[config.mk]
export PLATFORM = sky130hd
export DESIGN_NAME = bird_motion
export DESIGN_NICKNAME = d
export VERILOG_FILES = /design/src/rtl/bird_motion.sv
export SDC_FILE = /design/constraint.sdc
export NUM_CORES = 1
export LEC_CHECK = 0
export ABC_CLOCK_PERIOD_IN_PS = 4600
export CAP_MARGIN = 10
export CORE_ASPECT_RATIO = 1.4
export CORE_MARGIN = 3
export CORE_UTILIZATION = 39
export CTS_CLUSTER_SIZE = 10
export DETAILED_ROUTE_END_ITERATION = 16
export PLACE_DENSITY_LB_ADDON = 0.08
export SLEW_MARGIN = 20
export SYNTH_ARGS = -nofsm -noshare
export SYNTH_HDL_FRONTEND = slang
export SYNTH_SLANG_ARGS = --single-unit
[constraint.sdc]
create_clock -name clk -period 4.6 [get_ports clk]
set_input_delay 1.38 -clock clk [delete_from_list [all_inputs] [get_ports clk]]
set_output_delay 1.38 -clock clk [all_outputs]
set_load 0.01 [all_outputs]
[src/rtl/bird_motion.sv]
// rtl/bird_motion.sv - per-frame bird vertical physics, flap latch, animation and hit box
module bird_motion #(
    parameter int BIRD_X   = 120,
    parameter int BIRD_W   = 48,
    parameter int BIRD_H   = 48,
    parameter int Y_INIT   = 200,
    parameter int GRAVITY  = 1,
    parameter int FLAP_VEL = 8,
    parameter int V_MAX    = 10,
    parameter int GROUND_Y = 425,
    parameter int ANIM_DIV = 8
) (
    input  logic       clk,
    input  logic       RESET,
    input  logic       vs,
    input  logic [9:0] x,
    input  logic [8:0] y,
    input  logic       fly,
    input  logic       game_status,
    input  logic       lose,
    output logic [8:0] bird_y,
    output logic       is_bird,
    output logic [1:0] anim_frame,
    output logic [1:0] state
);
    typedef enum logic [1:0] {IDLE = 2'd0, FLY = 2'd1, DEAD = 2'd2} state_t;

    localparam logic signed [5:0]  FLAP_V  = 6'(-FLAP_VEL);
    localparam logic signed [6:0]  GRAV7   = 7'(GRAVITY);
    localparam logic signed [6:0]  V_CAP7  = 7'(V_MAX);
    localparam logic signed [10:0] Y_MAX11 = 11'(GROUND_Y - BIRD_H);
    localparam logic [8:0]         Y_TOP   = 9'(GROUND_Y - BIRD_H);
    localparam logic [8:0]         Y_RST   = 9'(Y_INIT);
    localparam logic [2:0]         CNT_END = 3'(ANIM_DIV - 1);

    state_t             st;
    logic               vs_d;
    logic               fly_d;
    logic               flap_pending;
    logic signed [5:0]  vel;
    logic [2:0]         anim_cnt;

    logic               tick;
    logic               fly_rise;
    logic               to_dead;
    logic               anim_adv;
    logic signed [6:0]  vel_grav;
    logic signed [5:0]  vel_next;
    logic signed [10:0] ny;
    logic [9:0]         by10;
    logic [9:0]         y10;

    assign tick     = vs_d & ~vs;
    assign fly_rise = fly & ~fly_d;
    assign to_dead  = (st == FLY) && (lose || !game_status);
    assign anim_adv = tick && ((st == IDLE) || (st == FLY && !to_dead));
    assign state    = st;

    // Velocity is settled first, then the position uses the new value
    always_comb begin
        vel_grav = $signed({vel[5], vel}) + GRAV7;
        if (vel_grav > V_CAP7)
            vel_grav = V_CAP7;
        vel_next = (st == FLY && flap_pending) ? FLAP_V : vel_grav[5:0];
        ny       = $signed({2'b00, bird_y}) + $signed({{5{vel_next[5]}}, vel_next});
    end

    // Widened to 10 bits so bird_y + BIRD_H cannot wrap near the bottom rows
    always_comb begin
        by10    = {1'b0, bird_y};
        y10     = {1'b0, y};
        is_bird = (x >= 10'(BIRD_X)) && (x < 10'(BIRD_X + BIRD_W)) &&
                  (y10 >= by10) && (y10 < by10 + 10'(BIRD_H));
    end

    always_ff @(posedge clk or posedge RESET) begin
        if (RESET) begin
            st           <= IDLE;
            bird_y       <= Y_RST;
            vel          <= '0;
            anim_frame   <= '0;
            anim_cnt     <= '0;
            flap_pending <= 1'b0;
            vs_d         <= 1'b1;
            fly_d        <= 1'b0;
        end else begin
            vs_d  <= vs;
            fly_d <= fly;
            case (st)
                IDLE: begin
                    bird_y       <= Y_RST;
                    vel          <= '0;
                    flap_pending <= 1'b0;
                    if (tick && game_status)
                        st <= FLY;
                end
                FLY: begin
                    if (to_dead) begin
                        st           <= DEAD;
                        flap_pending <= 1'b0;
                    end else if (tick) begin
                        // A rise coinciding with the tick belongs to the next frame
                        flap_pending <= fly_rise;
                        if (ny[10]) begin
                            bird_y <= '0;
                            vel    <= '0;
                        end else if (ny > Y_MAX11) begin
                            bird_y <= Y_TOP;
                            vel    <= '0;
                        end else begin
                            bird_y <= ny[8:0];
                            vel    <= vel_next;
                        end
                    end else if (fly_rise) begin
                        flap_pending <= 1'b1;
                    end
                end
                DEAD: begin
                    flap_pending <= 1'b0;
                    if (tick) begin
                        if (ny[10]) begin
                            bird_y <= '0;
                            vel    <= '0;
                        end else if (ny > Y_MAX11) begin
                            bird_y <= Y_TOP;
                            vel    <= '0;
                        end else begin
                            bird_y <= ny[8:0];
                            vel    <= vel_next;
                        end
                    end
                end
                default: st <= IDLE;
            endcase
            if (anim_adv) begin
                if (anim_cnt == CNT_END) begin
                    anim_cnt   <= '0;
                    anim_frame <= (anim_frame == 2'd2) ? 2'd0 : anim_frame + 2'd1;
                end else begin
                    anim_cnt <= anim_cnt + 3'd1;
                end
            end
        end
    end
endmodule

==> metrics.csv, run 1 <==
stage,metric,value,unit
power,Leak,1.431,nW
cts,CTS tree,done,
place,RD Place Congestion,0.7835,
cts,H-Tree Depth,1,
floorplanning,DIE HEIGHT,98.94,um
place,Placed Cells,384,
logic_synthesis,Synth async-reset ratio,100.0,%
timing,setup TNS,0,ns
cts,CTS max path bufs,2,
floorplanning,die area,7161,um^2
layout,n_diodes,0,
logic_synthesis,syn nets,330,
logic_synthesis,"Distinct cells, synth",58,
worst_setup_path,CP cell instances,buf_6 > ha_4 > nor2b_4 > o21a_1 > o21ai_2 > buf_4 > a31oi_4 > o21a_1 > o21ai_1 > nand2b_1 > a211oi_2 > nor3_1 > buf_2,
timing,"Hold Vio Cnt, Final",0,
drt,post-route ant nets,0,
drt,vias after detailed routing,2176,
logic_synthesis,#FFs+latches synth,25,
worst_setup_path,reg2reg path depth,18,
worst_setup_path,Critical Path Most Common Cell,o21a_1,
global_routing,first-pass GRT wire length,10.06,mm
worst_setup_path,"slowest stage delay, CP",0.20,ns
worst_hold_path,worst min-delay path category,reg2reg,
timing,f_max,222.4,MHz
timing,Setup Viol. Count Final,0,
place,port bufs,35,
drt,drt drc,0,
cts,Clock Latency Late Sink,0.27,ns
cts,TritonCTS buffer count,3,
timing,Tcrit/Tclk final,97.76,%
worst_setup_path,Worst path depth,13,
worst_setup_path,WP data required,3.22,ns
floorplanning,Core ar.,5904,um^2
worst_setup_path,critical path endpoint category,output port,
logic_synthesis,"EDFF count, synth",0,
logic_synthesis,post-synthesis sequential area ratio,26.21,%
worst_setup_path,crit path max fanout,2,
floorplanning,Initial Utilization,40.75,%
drt,Routed WL,5.957,mm
logic_synthesis,Mean Syn Cell Area,8.846,um^2
worst_setup_path,CP Buf/Inv Count,3,
global_routing,grt ovf,0,
drt,DRT iter0 DRCs,46,
logic_synthesis,Syn Inst Count,272,
layout,Area growth syn-to-layout,26.73,%
floorplanning,Row Count,33,
timing,"Slew Viols, Final",0,
global_routing,Tot GR Track Use,17.31,%
timing,skew final,0.004950,ns
worst_setup_path,crit path launch type,input port,
run_status,status,"complete, no violations",
cts,Root Buffer,clkbuf_8,
worst_hold_path,worst hold path cell count,2,
global_routing,largest net degree at the start of global routing,26,
floorplanning,die width,72.38,um
drt,Routed WL per cell,15.24,um
place,DP HPWL,4.758,mm
worst_setup_path,crit-path leading delay family,compound AO/OA/AOI/OAI gates,
layout,fin util,51.64,%
worst_setup_path,slowest CP cell,ha_4,
drt,Initial DRT Pass Iterations,4,
layout,Layout Nets,380,
layout,non-filler instance count after layout,391,
global_routing,number of global-route vias before repair,2242,
timing,Final WS setup,0.1032,ns
cts,# clock sinks,25,
timing,final worst path period need,4.497,ns
worst_setup_path,CP Class,in2out,
worst_setup_path,"Arr. time, crit path",3.12,ns
logic_synthesis,Synth Warn #,0,
cts,"Reg clk slew, reported paths",0.09,ns
layout,layout cells sized above 1,15.58,%
timing,measured slew at the worst slew-check pin,0.9932,ns
floorplanning,I/O Pins,39,
power,total power per unit cell area,586.7,nW/um^2
drt,vias per cell,5.565,
logic_synthesis,area of the mapped netlist,2406,um^2
place,pre-CTS setup slack,-0.7510,ns
logic_synthesis,Main synth FF type,dfrtp_1,
timing,Slew HR,33.71,%
power,Peak VDD IR,0.3170,mV
global_routing,initial antenna violation count,0,
job,total of max-cap violations,0,
[cell type report]
| type | count | area (um^2) |
|---|---|---|
| clock buffer | 4 | 45.04 |
| fill | 580 | 2855 |
| inverter | 23 | 86.33 |
| multi-input combinational | 220 | 1752 |
| sequential | 25 | 630.6 |
| tap | 70 | 87.58 |
| timing repair buffer | 49 | 447.9 |
[flip-flops by register name, summed over array words and instances, names as in the netlist]
signal,count
vs_d,1
anim_cnt,3
state,2
bird_y,9
flap_pending,1
anim_frame,2
vel,6
fly_d,1
[cells in the mapped netlist (3+ instances only)]
cell	n	area, um^2
dfstp_2	4	105.1
a21oi_1	16	80.08
o211ai_1	3	22.52
and2_1	3	18.77
o21a_1	6	45.04
dfrtp_1	21	525.5
ha_1	32	400.4
nand3_1	6	30.03
nand2_1	28	105.1
xnor2_1	5	43.79
a211oi_1	3	22.52
a21o_1	6	45.04
a31oi_1	3	18.77
nor2_1	12	45.04
a22o_1	5	43.79
o31ai_1	5	37.54
nand2b_1	6	37.54
nor2b_1	6	37.54
nor3_1	7	35.03
xor2_1	7	61.31
or2_2	3	18.77
o21ai_0	19	95.09
inv_1	23	86.33
[cell families after synthesis]
kind of cell,count (synthesis),synth area share [%]
buffers and inverters,27,4.524
AO/OA/AOI/OAI,87,27.30
adder cells (fa/ha/maj),34,17.89
multiplexers,1,0.4680
XOR/XNOR,14,5.980
AND/OR/NAND/NOR,84,17.63
flip-flops,25,26.21
[path summary, 6_finish.rpt]
path	start	to	slack [ns]
hold reg to reg	anim_cnt[2]$_DFFE_PP0P_	anim_cnt[2]$_DFFE_PP0P_	0.49
hold / removal	anim_cnt[2]$_DFFE_PP0P_	anim_cnt[2]$_DFFE_PP0P_	0.49
setup reg to reg	vel[1]$_DFFE_PP0P_	bird_y[2]$_DFFE_PP0P_	0.37
min in group asynchronous	RESET	vel[2]$_DFFE_PP0P_	1.64
setup / recovery	y[1]	is_bird	0.10
max in group asynchronous	RESET	bird_y[8]$_DFFE_PP0P_	2.35
[metal layers]
metal / wire, um / global-route usage, %
met1: 2418 / 20.08
met5: 0 / 0
met4: 47 / 3.835
met3: 197 / 1.633
met2: 3293 / 33.33
[repair_timing]
action,4_1_cts,5_1_grt
buffers inserted,3,0
resized for setup,14,12
pin swaps,10,11
setup endpoints to repair,1,1
hold buffers,0,0
[where the power goes]
group / leakage, nW / switching [mW] / internal (mW)
registers: 0.319 / 0.0754 / 0.298
logic: 1.09 / 0.699 / 0.585
clock network: 0.0228 / 0.0696 / 0.0620
total: 1.43 / 0.844 / 0.945
[layout by cell type (no fill, tap or decap), types with 4 or more instances in the layout]
master           count
xnor2_1              5
nor2b_1              5
clkdlybuf4s50_1     30
dfstp_2              4
nand3_1              6
ha_4                 4
nand2_1             28
nand2b_1             6
buf_4               14
o21a_1               6
nor2_1              12
o31ai_1              5
xor2_1               7
o21ai_0             17
nor3_1               7
a21o_1               6
a22o_1               5
ha_1                28
a21oi_1             15
dfrtp_1             21
inv_1               22
[stage by stage]
step	hold slack, ns	instance area [um^2]	power, mW
final	0.4913	3049	1.789
after floorplan	0.4523	2406	1.223
after CTS	0.4950	2978	1.776
after global routing	0.5241	3049	1.969
after detailed placement	0.4717	2904	1.613
after global placement	0.4636	2904	1.609
[worst register-to-register path, cell delays in order, from the launching register on]
cell and delay, ns:
dfrtp_1 0.45, ha_1 0.27, and3_1 0.19, or3_1 0.30, o21ai_0 0.08, a22o_1 0.18, nand2_1 0.07, nor2_1 0.17
ha_1 0.20, inv_1 0.06, fa_1 0.46, o31ai_1 0.27, buf_4 0.17, o31ai_2 0.08, xor2_2 0.25, nand3_2 0.13
o311ai_4 0.33, nor2_2 0.14, a221o_1 0.33
No activity file was read; power rests on OpenSTA's default activity.
==> run 2, diff against run 1 <==
- ABC_AREA: default -> 1
- SLEW_MARGIN: 20 -> 30
==> run 2 against run 1 <==
Compared with the run above: total power shrank 6.0%; via count grew 2.4%; non-clock buffer count shrank 11; critical endpoint unchanged.
==> metrics.csv, run 2 <==
stage,metric,value,unit
layout,fin util,50.52,%
power,total power per unit cell area,563.7,nW/um^2
logic_synthesis,"Distinct cells, synth",38,
cts,Root Buffer,clkbuf_8,
run_status,status,"complete, no violations",
logic_synthesis,#FFs+latches synth,25,
drt,Initial DRT Pass Iterations,4,
timing,"Hold Vio Cnt, Final",0,
layout,non-filler instance count after layout,446,
floorplanning,Core ar.,5904,um^2
logic_synthesis,Syn Inst Count,334,
power,Leak,1.547,nW
layout,top flop regs,"bird_y x9, vel x6, anim_cnt x3",
timing,f_max,219.3,MHz
logic_synthesis,Mean Syn Cell Area,7.196,um^2
global_routing,first-pass GRT wire length,9.770,mm
timing,RSZ-0062 raised after global routing,yes,
layout,Post-Layout Inst Area,2983,um^2
floorplanning,I/O Pins,39,
layout,Layout Nets,435,
worst_hold_path,worst min-delay path category,reg2reg,
global_routing,Tot GR Track Use,16.94,%
drt,Routed WL per cell,13.02,um
worst_setup_path,CP Buf/Inv Count,2,
place,Placed Cells,441,
cts,CTS max path bufs,2,
layout,"commonest cells after routing, fill and taps aside","nand2_1 (79), inv_1 (54), clkdlybuf4s50_1 (31)",
place,RD Place Congestion,0.8489,
worst_setup_path,crit path max fanout,2,
cts,Clock Latency Late Sink,0.27,ns
worst_setup_path,crit path launch type,input port,
logic_synthesis,largest cells by area after synthesis,"dfrtp_1 (22%), ha_1 (17%), nand2_1 (12%)",
timing,Tcrit/Tclk final,99.15,%
logic_synthesis,"count leader, synth",nand2_1,
drt,post-route ant nets,0,
logic_synthesis,Synth Warn #,0,
logic_synthesis,"EDFF count, synth",0,
cts,H-Tree Depth,1,
worst_setup_path,Critical Path Most Common Cell,nor2_1,
global_routing,initial antenna violation count,0,
logic_synthesis,Post-synth top cells,"nand2_1 (79), inv_1 (57), ha_1 (32)",
logic_synthesis,post-synthesis sequential area ratio,26.24,%
drt,Routed WL,5.807,mm
logic_synthesis,syn nets,392,
timing,setup TNS,0,ns
timing,Setup Viol. Count Final,0,
layout,FILL cells,615,
timing,skew final,0.002513,ns
worst_setup_path,slowest CP cell,clkdlybuf4s50_1,
drt,vias per cell,4.996,
global_routing,largest net degree at the start of global routing,26,
cts,CTS tree,done,
place,DP Area,2856,um^2
floorplanning,Row Count,33,
logic_synthesis,dominant cell type by area after synthesis,dfrtp_1,
drt,vias after detailed routing,2228,
power,Peak VDD IR,0.2522,mV
cts,# clock sinks,25,
drt,DRT iter0 DRCs,69,
timing,measured slew at the worst slew-check pin,0.5549,ns
cts,"Reg clk slew, reported paths",0.09,ns
worst_setup_path,CP cell instances,clkdlybuf4s50_1 > ha_4 > a21oi_4 > nand2_1 > a21oi_2 > nor2_1 > a211o_1 > a21oi_2 > nor2_1 > o21ai_1 > nor2_1 > buf_2,
logic_synthesis,Synth async-reset ratio,100.0,%
worst_setup_path,"Arr. time, crit path",3.18,ns
place,port bufs,35,
worst_setup_path,CP Class,in2out,
worst_setup_path,WP data required,3.22,ns
timing,final worst path period need,4.561,ns
floorplanning,Initial Utilization,40.71,%
layout,layout cells sized above 1,14.63,%
drt,drt drc,0,
layout,Biggest register,bird_y,
cts,TritonCTS buffer count,3,
logic_synthesis,area of the mapped netlist,2404,um^2
floorplanning,DIE HEIGHT,98.89,um
worst_setup_path,"slowest stage delay, CP",0.50,ns
floorplanning,die width,72.35,um
place,pre-CTS setup slack,-0.7997,ns
layout,n_diodes,0,
layout,Area growth syn-to-layout,24.10,%
worst_setup_path,critical path endpoint category,output port,
floorplanning,die area,7154,um^2
timing,"Slew Viols, Final",0,
timing,Final WS setup,0.03932,ns
job,total of max-cap violations,0,
timing,Slew HR,62.95,%
global_routing,number of global-route vias before repair,2235,
logic_synthesis,top-area cell type share of the netlist area,21.86,%
worst_setup_path,crit-path leading delay family,compound AO/OA/AOI/OAI gates,
layout,"commonest non-fill, non-tap cell in the layout",nand2_1,
layout,max FFs per register,9,
place,DP HPWL,4.687,mm
global_routing,grt ovf,0,
logic_synthesis,Main synth FF type,dfrtp_1,
==> run 2: cell count changes after synthesis, moves of 6 or more <==
cell      previous run  this run
nand2b_1             6         0
nor2_1              12        18
o21ai_1              0        11
nand2_2              0         8
inv_1               23        57
nand2_1             28        79
nor2b_1              6         0
nand3_1              6        21
==> run 2: per-stage QoR <==
stage,total power [mW],hold WS [ns]
2_1_floorplan,1.186,0.4462
3_5_place_dp,1.511,0.4769
5_1_grt,1.885,0.5313
6_report,1.682,0.4988
3_3_place_gp,1.504,0.4714
4_1_cts,1.682,0.5023
==> run 2: path summary, 6_finish.rpt <==
kind	startpoint	end	slack (ns)	depth (start not counted)
max	y[3]	is_bird	0.04	12
min	flap_pending$_DFFE_PP0P_	flap_pending$_DFFE_PP0P_	0.50	2
max reg2reg	vel[0]$_DFFE_PP0P_	vel[1]$_DFFE_PP0P_	1.09	21
min reg2reg	flap_pending$_DFFE_PP0P_	flap_pending$_DFFE_PP0P_	0.50	2
max in group asynchronous	RESET	bird_y[3]$_DFFE_PP1P_	2.76	2
min in group asynchronous	RESET	anim_frame[0]$_DFFE_PP0P_	1.47	2
==> run 2: cell type report <==
class | count | area [um^2] | area share, %
multi-input combinational | 250 | 1625 | 54.49
clock buffer | 3 | 41.29 | 1.384
tap | 70 | 87.58 | 2.936
timing repair buffer | 38 | 365.4 | 12.25
sequential | 25 | 630.6 | 21.14
clock inverter | 1 | 7.507 | 0.2517
inverter | 59 | 225.2 | 7.550
==> run 2: power by group <==
part	total, mW	switching (mW)	internal, mW	leakage, nW
Clock	0.137	0.0756	0.0615	0.0217
Sequential	0.379	0.0783	0.301	0.314
Combinational	1.17	0.696	0.469	1.21
==> run 2: repair_timing <==
action                                  in CTS  in global routing
gates resized for setup                     28                  4
endpoints found under the setup margin       1                  1
pin swaps                                   15                  9
hold buffers                                 0                  0
hold endpoints to repair                     0                  0
cloned                                       0                  0
buffers inserted                             1                  0
==> run 2: worst register-to-register path: cells and delay by family (launching register included) <==
family	cells	cell delay (ns)
AND/OR/NAND/NOR	13	1.35
flip-flops	1	0.48
AO/OA/AOI/OAI	3	0.48
buffers and inverters	3	0.31
adder cells (fa/ha/maj)	2	0.77
==> run 2: layer usage <==
layer  vias to the layer above  global-route usage (%)  routed length (um)
li1                       1178                       -                   -
met1                      1007                   19.87                2431
met2                        37                   32.35                3146
met3                         6                   1.939                 161
met4                         0                   3.039                  68
met5                         -                       0                   0
==> run 2: cells by family (layout without fill, tap and decap cells) <==
logic type	Yosys count	count (layout)	share of synthesized area, %
AND/OR/NAND/NOR	153	153	31.13
AO/OA/AOI/OAI	60	60	14.42
buffers and inverters	59	101	9.266
adder cells (fa/ha/maj)	33	33	17.49
flip-flops	25	25	26.24
XOR/XNOR	4	4	1.458
